## src/rtl/dct_reod_frame_arbiter.sv

```systemverilog
// dct_reod_frame_arbiter
// Shares one DCT pre-FFT reorder datapath between two demapper sources.
// Whole frames (sop..eop) are granted round-robin and muxed combinationally
// into the reorder sink. A small channel-tag FIFO records the grant order so
// frames leaving the reorder/FFT chain can be labelled with their source.
//
// state  | meaning
// -------+--------------------------------------------------------------
// IDLE   | no owner; arbitrate sop requests, drop orphan (non-sop) beats
// GRANT0 | channel 0 owns the sink until its eop beat transfers
// GRANT1 | channel 1 owns the sink until its eop beat transfers

module dct_reod_frame_arbiter #(
    parameter int wDataInOut = 16,
    parameter int FRAME_LEN  = 1200,
    parameter int TAG_DEPTH  = 4
) (
    input  logic                  clk,
    input  logic                  rst_n,

    input  logic                  s0_valid,
    input  logic                  s0_sop,
    input  logic                  s0_eop,
    input  logic [wDataInOut-1:0] s0_real,
    input  logic [wDataInOut-1:0] s0_imag,
    output logic                  s0_ready,

    input  logic                  s1_valid,
    input  logic                  s1_sop,
    input  logic                  s1_eop,
    input  logic [wDataInOut-1:0] s1_real,
    input  logic [wDataInOut-1:0] s1_imag,
    output logic                  s1_ready,

    output logic                  dn_valid,
    output logic                  dn_sop,
    output logic                  dn_eop,
    output logic [wDataInOut-1:0] dn_real,
    output logic [wDataInOut-1:0] dn_imag,
    input  logic                  dn_ready,

    input  logic                  mon_valid,
    input  logic                  mon_eop,

    output logic                  out_chan,
    output logic                  out_chan_valid,
    output logic                  err_len,
    output logic                  err_orphan,
    output logic                  err_tag
);

    localparam int          PTR_W       = (TAG_DEPTH > 1) ? $clog2(TAG_DEPTH) : 1;
    localparam int          CNT_W       = PTR_W + 1;
    localparam logic [11:0] FRAME_LEN_C = 12'(FRAME_LEN);
    localparam logic [10:0] BEAT_MAX    = 11'h7FF;

    typedef enum logic [1:0] {
        IDLE   = 2'd0,
        GRANT0 = 2'd1,
        GRANT1 = 2'd2
    } state_t;

    state_t            state;
    state_t            state_nxt;
    logic              last_grant;
    logic              last_grant_nxt;
    logic [10:0]       beat_cnt;
    logic [10:0]       beat_cnt_nxt;

    logic              req0;
    logic              req1;
    logic              orphan0;
    logic              orphan1;
    logic              ready0_c;
    logic              ready1_c;
    logic              xfer;
    logic              xfer_eop;
    logic              len_bad;

    logic              tag_mem [TAG_DEPTH];
    logic [PTR_W-1:0]  wr_ptr;
    logic [PTR_W-1:0]  rd_ptr;
    logic [CNT_W-1:0]  tag_cnt;
    logic              tag_full;
    logic              tag_empty;
    logic              tag_push;
    logic              tag_pop_req;
    logic              tag_pop;
    logic              push_chan;

    assign req0        = s0_valid & s0_sop;
    assign req1        = s1_valid & s1_sop;

    assign tag_full    = (tag_cnt == CNT_W'(TAG_DEPTH));
    assign tag_empty   = (tag_cnt == '0);
    assign tag_pop_req = mon_valid & mon_eop;
    assign tag_pop     = tag_pop_req & ~tag_empty;

    // Readies are forced low while reset is held so an abandoned frame cannot
    // leak beats through the orphan-drop path.
    assign s0_ready    = ready0_c & rst_n;
    assign s1_ready    = ready1_c & rst_n;

    assign out_chan_valid = ~tag_empty;
    assign out_chan       = tag_empty ? 1'b0 : tag_mem[rd_ptr];

    assign len_bad = xfer_eop & (({1'b0, beat_cnt} + 12'd1) != FRAME_LEN_C);

    // FSM state, round-robin pointer and in-frame beat counter
    always_ff @(posedge clk or negedge rst_n) begin
        if (!rst_n) begin
            state      <= IDLE;
            last_grant <= 1'b1;
            beat_cnt   <= '0;
        end else begin
            state      <= state_nxt;
            last_grant <= last_grant_nxt;
            beat_cnt   <= beat_cnt_nxt;
        end
    end

    // Next-state, arbitration, stream mux and source readies
    always_comb begin
        state_nxt      = state;
        last_grant_nxt = last_grant;
        beat_cnt_nxt   = beat_cnt;
        tag_push       = 1'b0;
        push_chan      = 1'b0;
        orphan0        = 1'b0;
        orphan1        = 1'b0;
        ready0_c       = 1'b0;
        ready1_c       = 1'b0;
        xfer           = 1'b0;
        xfer_eop       = 1'b0;
        dn_valid       = 1'b0;
        dn_sop         = 1'b0;
        dn_eop         = 1'b0;
        dn_real        = '0;
        dn_imag        = '0;

        case (state)
            IDLE: begin
                // a beat without sop while nobody owns the sink is dropped
                orphan0  = s0_valid & ~s0_sop;
                orphan1  = s1_valid & ~s1_sop;
                ready0_c = orphan0;
                ready1_c = orphan1;
                if ((req0 | req1) & dn_ready & ~tag_full) begin
                    if (req0 & req1) begin
                        push_chan = ~last_grant;
                    end else begin
                        push_chan = req1;
                    end
                    tag_push       = 1'b1;
                    last_grant_nxt = push_chan;
                    beat_cnt_nxt   = '0;
                    state_nxt      = push_chan ? GRANT1 : GRANT0;
                end
            end
            GRANT0: begin
                dn_valid = s0_valid;
                dn_sop   = s0_sop;
                dn_eop   = s0_eop;
                dn_real  = s0_real;
                dn_imag  = s0_imag;
                ready0_c = dn_ready;
                xfer     = s0_valid & dn_ready;
                xfer_eop = xfer & s0_eop;
            end
            GRANT1: begin
                dn_valid = s1_valid;
                dn_sop   = s1_sop;
                dn_eop   = s1_eop;
                dn_real  = s1_real;
                dn_imag  = s1_imag;
                ready1_c = dn_ready;
                xfer     = s1_valid & dn_ready;
                xfer_eop = xfer & s1_eop;
            end
            default: begin
                state_nxt = IDLE;
            end
        endcase

        // a mid-frame sop is just data; the length check at eop flags it
        if (xfer) begin
            beat_cnt_nxt = (beat_cnt == BEAT_MAX) ? beat_cnt : beat_cnt + 11'd1;
        end
        if (xfer_eop) begin
            state_nxt = IDLE;
        end
    end

    // Channel-tag FIFO: push on grant, pop on chain-output eop
    always_ff @(posedge clk or negedge rst_n) begin
        if (!rst_n) begin
            wr_ptr  <= '0;
            rd_ptr  <= '0;
            tag_cnt <= '0;
            for (int i = 0; i < TAG_DEPTH; i++) begin
                tag_mem[i] <= 1'b0;
            end
        end else begin
            if (tag_push) begin
                tag_mem[wr_ptr] <= push_chan;
                wr_ptr          <= wr_ptr + PTR_W'(1);
            end
            if (tag_pop) begin
                rd_ptr <= rd_ptr + PTR_W'(1);
            end
            case ({tag_push, tag_pop})
                2'b10:   tag_cnt <= tag_cnt + CNT_W'(1);
                2'b01:   tag_cnt <= tag_cnt - CNT_W'(1);
                default: tag_cnt <= tag_cnt;
            endcase
        end
    end

    // Registered single-cycle error pulses
    always_ff @(posedge clk or negedge rst_n) begin
        if (!rst_n) begin
            err_len    <= 1'b0;
            err_orphan <= 1'b0;
            err_tag    <= 1'b0;
        end else begin
            err_len    <= len_bad;
            err_orphan <= orphan0 | orphan1;
            err_tag    <= tag_pop_req & tag_empty;
        end
    end

endmodule

```

## config.mk

```make
export PLATFORM = sky130hd
export DESIGN_NAME = dct_reod_frame_arbiter
export DESIGN_NICKNAME = d
export VERILOG_FILES = /design/src/rtl/dct_reod_frame_arbiter.sv
export SDC_FILE = /design/constraint.sdc
export NUM_CORES = 1
export LEC_CHECK = 0
export BUFFER_PORTS_ARGS = -buffer_cell sky130_fd_sc_hd__buf_2
export CAP_MARGIN = 25
export CORE_MARGIN = 8
export CORE_UTILIZATION = 42
export CTS_BUF_LIST = sky130_fd_sc_hd__clkbuf_8
export DETAILED_ROUTE_END_ITERATION = 8
export HOLD_SLACK_MARGIN = 0.08
export PLACE_DENSITY = 0.89
export REMOVE_ABC_BUFFERS = 1
export SETUP_SLACK_MARGIN = 0.02
export SYNTH_ARGS = -nofsm -noshare
export SYNTH_HDL_FRONTEND = slang
export SYNTH_SLANG_ARGS = --single-unit
```

## constraint.sdc

```tcl
create_clock -name clk -period 2.53 [get_ports clk]
set_clock_uncertainty 0.2 [all_clocks]
set_input_delay 0.3795 -clock clk [delete_from_list [all_inputs] [get_ports clk]]
set_output_delay 0.3795 -clock clk [all_outputs]
set_load 0.05 [all_outputs]
```

---- Yosys cells after proc, flatten, opt, wreduce, memory -nomap -nowiden ----
Cells that the tools add are included.
storage, ports and cells
  register bits after elaboration ......... 28
  latch bits .............................. 0
  memory bits (writable) .................. 0
  bits in read-only memories .............. 0
  output and inout bits ................... 42
  memories kept ........................... 0
operators by class
  add/sub/neg operators ................... 6
  $mul .................................... 0
  div/mod/pow operators ................... 0
  $lt $le $gt $ge ......................... 3
  equal/unequal tests ..................... 10
  shift-type cells ........................ 0
  muxes and demuxes ....................... 34
  bitwise operators ....................... 26
  reductions and logical operators ........ 10
operators by type and width
  cell                                                  count
  case mux 16 bit (2 select lines)                      2
  2-to-1 mux 11 bit                                     4
  AND 1 bit                                             17
  case mux 1 bit (2 select lines)                       7
  2-to-1 mux 1 bit                                      13
  adder 11 x 1 -> 12 bit (second input constant)        1
  != test 12 x 11 -> 1 bit (second input constant)      1
  adder 11 x 1 -> 11 bit (second input constant)        1
  equality test 11 bit (second input constant)          1
  >= comparator 3 bit (second input constant)           2
  2-to-1 mux 2 bit                                      3
  NOT 2 -> 3 bit                                        2
  case mux 3 bit (2 select lines)                       1
  nonzero test 2 bit                                    3
  NOT 1 bit                                             5
  adder 2 x 1 -> 2 bit (second input constant)          2
  bitwise mux 4 bit                                     1
  equality test 2 x 1 -> 1 bit (second input constant)  2
  equality test 2 bit (second input constant)           2
  case mux 2 bit (2 select lines)                       1
  AND reduction 2 bit                                   2
  adder 3 x 1 -> 3 bit (second input constant)          1
  equality test 3 bit (second input constant)           1
  logical NOT 3 bit                                     1
  12 further kinds                                      13

---- Logic depth before layout (Yosys ltp) ----
  depth in word-level cells ............... 10
  depth in mapped cells ................... 11
  depth with buffers taken out ............ 10

---- Worst setup path after synthesis ----
No wires, ideal clock.
  kind .................................... register to output
  start point ............................. reg state[0]
  end point ............................... out s1_ready
  arrival ................................. 2352 ps
  slack ................................... -402 ps
  stages on the path, launching flop included .. 7
  cell sequence ........................... dfrtp_1 inv_1 ha_1 clkbuf_1 clkbuf_1 nand2_1 a21boi_0
on the way
  cells in the longest elaborated chain, start to end .. 3
  elaborated cells on any way between the ends .. 4
RTL lines
  what                                                      line  text
  start, declared                                           63    state_t state;
  start signal, assigned                                    116   state <= state_nxt;
  equality test 2 bit or logical NOT 2 bit (tied branches)  141   case (state)
  case mux 1 bit (2 select lines) *                         141
  AND 1 bit *                                               102   assign s1_ready = ready1_c & rst_n;
  end, declared                                             33    output logic s1_ready,
Mark *: on every way between the ends. The rest lies on a longest branch, timed or not.

---- Worst setup path after layout ----
  start point ............................. reg tag_cnt[1]
  end point ............................... reg tag_cnt[1]
on the way
  elaborated cells on any way between the ends .. 14
RTL lines
  what                                                                   line  text
  start, declared                                                        83    logic [CNT_W-1:0] tag_cnt;
  start signal, assigned                                                 212   2'b10: tag_cnt <= tag_cnt + CNT_W'(1);
  start signal, assigned                                                 213   2'b01: tag_cnt <= tag_cnt - CNT_W'(1);
  start signal, assigned                                                 214   default: tag_cnt <= tag_cnt;
  logical NOT 3 bit *                                                    95    assign tag_empty = (tag_cnt == '0);
  NOT 1 bit *                                                            97    assign tag_pop = tag_pop_req & ~tag_empty;
  AND 1 bit *                                                            97
  net tag_pop                                                            88    logic tag_pop;
  equality test 2 x 1 -> 1 bit or equality test 2 bit (tied branches)    211   case ({tag_push, tag_pop})
  case mux 3 bit (2 select lines) or nonzero test 2 bit (tied branches)  --
Mark *: on every way through the listed nets, which the timed path passes. The rest lies on a longest branch.
A chain may end at the register's enable or synchronous reset.

==> run summary <==
Status = finished, final reports clean
Net Sw Frac = 48.2%
Via/cell ratio = 5.48
Die Wd = 88.3 um
Share of power burned in registers = 24.0%
Fill cells = 432
EDFF count, synth = 0
Worst R2R Path Depth = 8
Post-route minimum period = 2430 ps
Antenna Nets Post-Route = 0
Clk buf depth = 2
Gr usage total = 17.0%
RePlAce Congestion = 0.852
Unrepaired setup endpoints after global routing = no
Hold Crit Depth = 3
Layout Nets = 462
IO buf count = 116
TritonCTS clock tree = yes
Largest net degree at the start of global routing = 39
NetSw = 1330 uW
Yosys warns = 0
WP data arrival = 2410 ps
Clock share of power = 13.1%
Die Ht = 88.3 um
Fraction of layout cells with a size suffix above 1 = 39.1%
Reg2reg start = tag_cnt[1]$_DFFE_PN0P_
Clk sink count = 28
Final period util = 95.9%
Worst setup margin = 104 ps
Seq cells post-synth = 28
Total leakage power = 0.00141 uW
Pwr Density = 926 nW/um^2
Mean routed wirelength per cell = 16.5 um
Clock Pin Slew Worst Setup and Hold Paths = 100 ps
Slew Viols, Final = 0
CP Launch Point = tag_cnt[1]$_DFFE_PN0P_
Vias = 2,444
CTS Buf Count = 3
Crit-path max FO = 4
Pre-Repair DR Iteration Count = 4
Main synth FF type = dfrtp_1
Area Growth Syn to Fin = 36.0%
Worst-Skew Late Latency = 280 ps
DIE AREA = 7790 um^2
Mean area per synthesized cell = 8.47 um^2
Mapped Area = 2190 um^2
Wire length after detailed routing = 7380 um
Num ports = 117
Fmax = 0.412 GHz
Dpl cells = 436
Share of the yosys chip area belonging to registers = 32.0%
DRC Markers = 0
Vias in the first global route = 2,255
Initial DRC count = 229
Synth cell types = 45
Combinational power share = 62.9%
HP Start = mon_eop
Pre-CTS WS = 25.4 ps
Mapped Cells = 259
Starting Density = 43.2%
Final hold vios = 0
Antenna Cells = 0
Antenna violations before repair = 0
Clock Tree Root = clkbuf_8
Overflow after GRT = 0
First-pass GRT wire length = 10,800 um
H-tree depth = 1
Async set-reset flop share out of synthesis = 100%
Post-route insts no fill = 446
Data required, critical path = 2520 ps
Hold WC Path Type = input port to flip-flop
Maximum capacitance violations = 0
Max-slew headroom = 57.6%
CP endpoint kind = flip-flop
Row count = 26
Worst vdd ir = 0.000423 V
Final number of setup-violating endpoints = 0
Total core area = 5070 um^2
Startpoint Class = flip-flop
Setup CP Type = flip-flop to flip-flop
HPWL after detailed placement = 5820 um
Pint = 1430 uW
Worst-Margin Slew = 632 ps
[cell usage in the layout, fill, tap and decap left out, drive strengths merged, types with 6 or more instances in the layout]
cell type / count
ha: 9
nand3: 15
o221ai: 6
dfrtp: 27
o21ai: 7
nor2b: 36
nor2: 9
buf: 128
a22oi: 35
inv: 18
nand2: 26
[kinds of logic after synthesis]
logic type | count (synthesis) | synth area share (%)
simple gates | 107 | 26.5
compound gates | 64 | 21.3
buf+inv | 34 | 6.22
flops | 28 | 32.0
fa+ha+maj | 10 | 6.05
mux | 9 | 5.13
xor+xnor | 7 | 2.80
[power by group through the flow]
stage	clock network (uW)	registers, uW	logic (uW)
floorplan	0	685	1210
CTS	363	665	1670
global placement	0	666	1600
finish	361	662	1740
global route	384	678	1870
detailed placement	0	677	1650
[critical path: stages (launching register included)]
cell and delay [ps]:
dfrtp_1 400, buf_4 140, buf_4 130, or3_1 420, nor2b_1 190, ha_2 180
inv_1 60, fa_1 410, o21ai_0 210
[cells in the mapped netlist, drive strengths merged (2+ instances only)]
library cell / count / share of area, %
and2: 2 / 0.57
nand2: 26 / 4.4
nand3b: 5 / 1.7
dfrtp: 27 / 31
nand4: 2 / 0.57
ha: 9 / 5.1
xor2: 4 / 1.6
buf: 5 / 1.3
inv: 18 / 3.1
mux2i: 3 / 1.4
o221ai: 6 / 2.4
xnor2: 3 / 1.2
nand3: 15 / 3.7
nor3: 2 / 0.46
a21oi: 4 / 0.91
nor2b: 36 / 10
a31oi: 2 / 0.57
mux2: 5 / 2.7
clkbuf: 11 / 1.9
a22oi: 35 / 12
or3: 5 / 1.4
a21boi: 2 / 0.68
o21ai: 7 / 1.6
nor2: 9 / 1.5
[worst paths after layout]
path	slack (ps)	endpoint
max	100	tag_cnt[1]$_DFFE_PN0P_
min	120	err_tag$_DFF_PN0_
max reg2reg	100	tag_cnt[1]$_DFFE_PN0P_
min reg2reg	290	last_grant$_DFFE_PN1P_
max in group asynchronous	1290	last_grant$_DFFE_PN1P_
min in group asynchronous	230	err_orphan$_DFF_PN0_
[area by class of cell]
| cell class | instances | area, um^2 | share of cell area [%] |
|---|---|---|---|
| Inverter | 18 | 67.6 | 2.27 |
| Timing Repair Buffer | 129 | 692 | 23.2 |
| Clock buffer | 3 | 41.3 | 1.38 |
| Tap cell | 70 | 87.6 | 2.94 |
| Multi-Input combinational cell | 197 | 1360 | 45.7 |
| Clock inverter | 1 | 30.0 | 1.01 |
| Sequential cell | 28 | 702 | 23.5 |
[sequential cells by signal, summed over array words and instances (netlist names)]
| signal | count |
|---|---|
| tag_cnt | 3 |
| last_grant | 1 |
| wr_ptr | 2 |
| err_len | 1 |
| beat_cnt | 11 |
| err_tag | 1 |
| err_orphan | 1 |
| state | 2 |
| rd_ptr | 2 |
| tag_mem | 4 |
[through the flow]
stage | total power (uW) | util [%] | hold slack, ps | area (um^2) | TNS [ps]
3_5_place_dp | 2320 | 56.1 | 5.28 | 2850 | 0
6_report | 2760 | 58.8 | 121 | 2980 | 0
5_1_grt | 2930 | 58.8 | 128 | 2980 | 0
2_1_floorplan | 1890 | - | -116 | 2120 | -8860
3_3_place_gp | 2260 | 56.1 | 3.94 | 2850 | 0
4_1_cts | 2700 | 57.8 | 121 | 2930 | 0
[per-layer routing]
layer / global-route usage (%) / up-vias / part of all wire [%]
li1: - / 1161 / -
met1: 18.4 / 1170 / 37
met2: 32.4 / 101 / 51
met3: 3.62 / 12 / 9.2
met4: 4.30 / 0 / 2.2
met5: 0 / - / 0
[timing repair]
item                                   in CTS  in global routing
hold buffers                                1                  0
pin swaps                                   0                  3
gates resized for setup                     0                  7
endpoints found under the hold margin      27                  0
setup buffers                               1                  4
setup endpoints to repair                   1                 36
No activity file was read; power rests on OpenSTA's default activity.
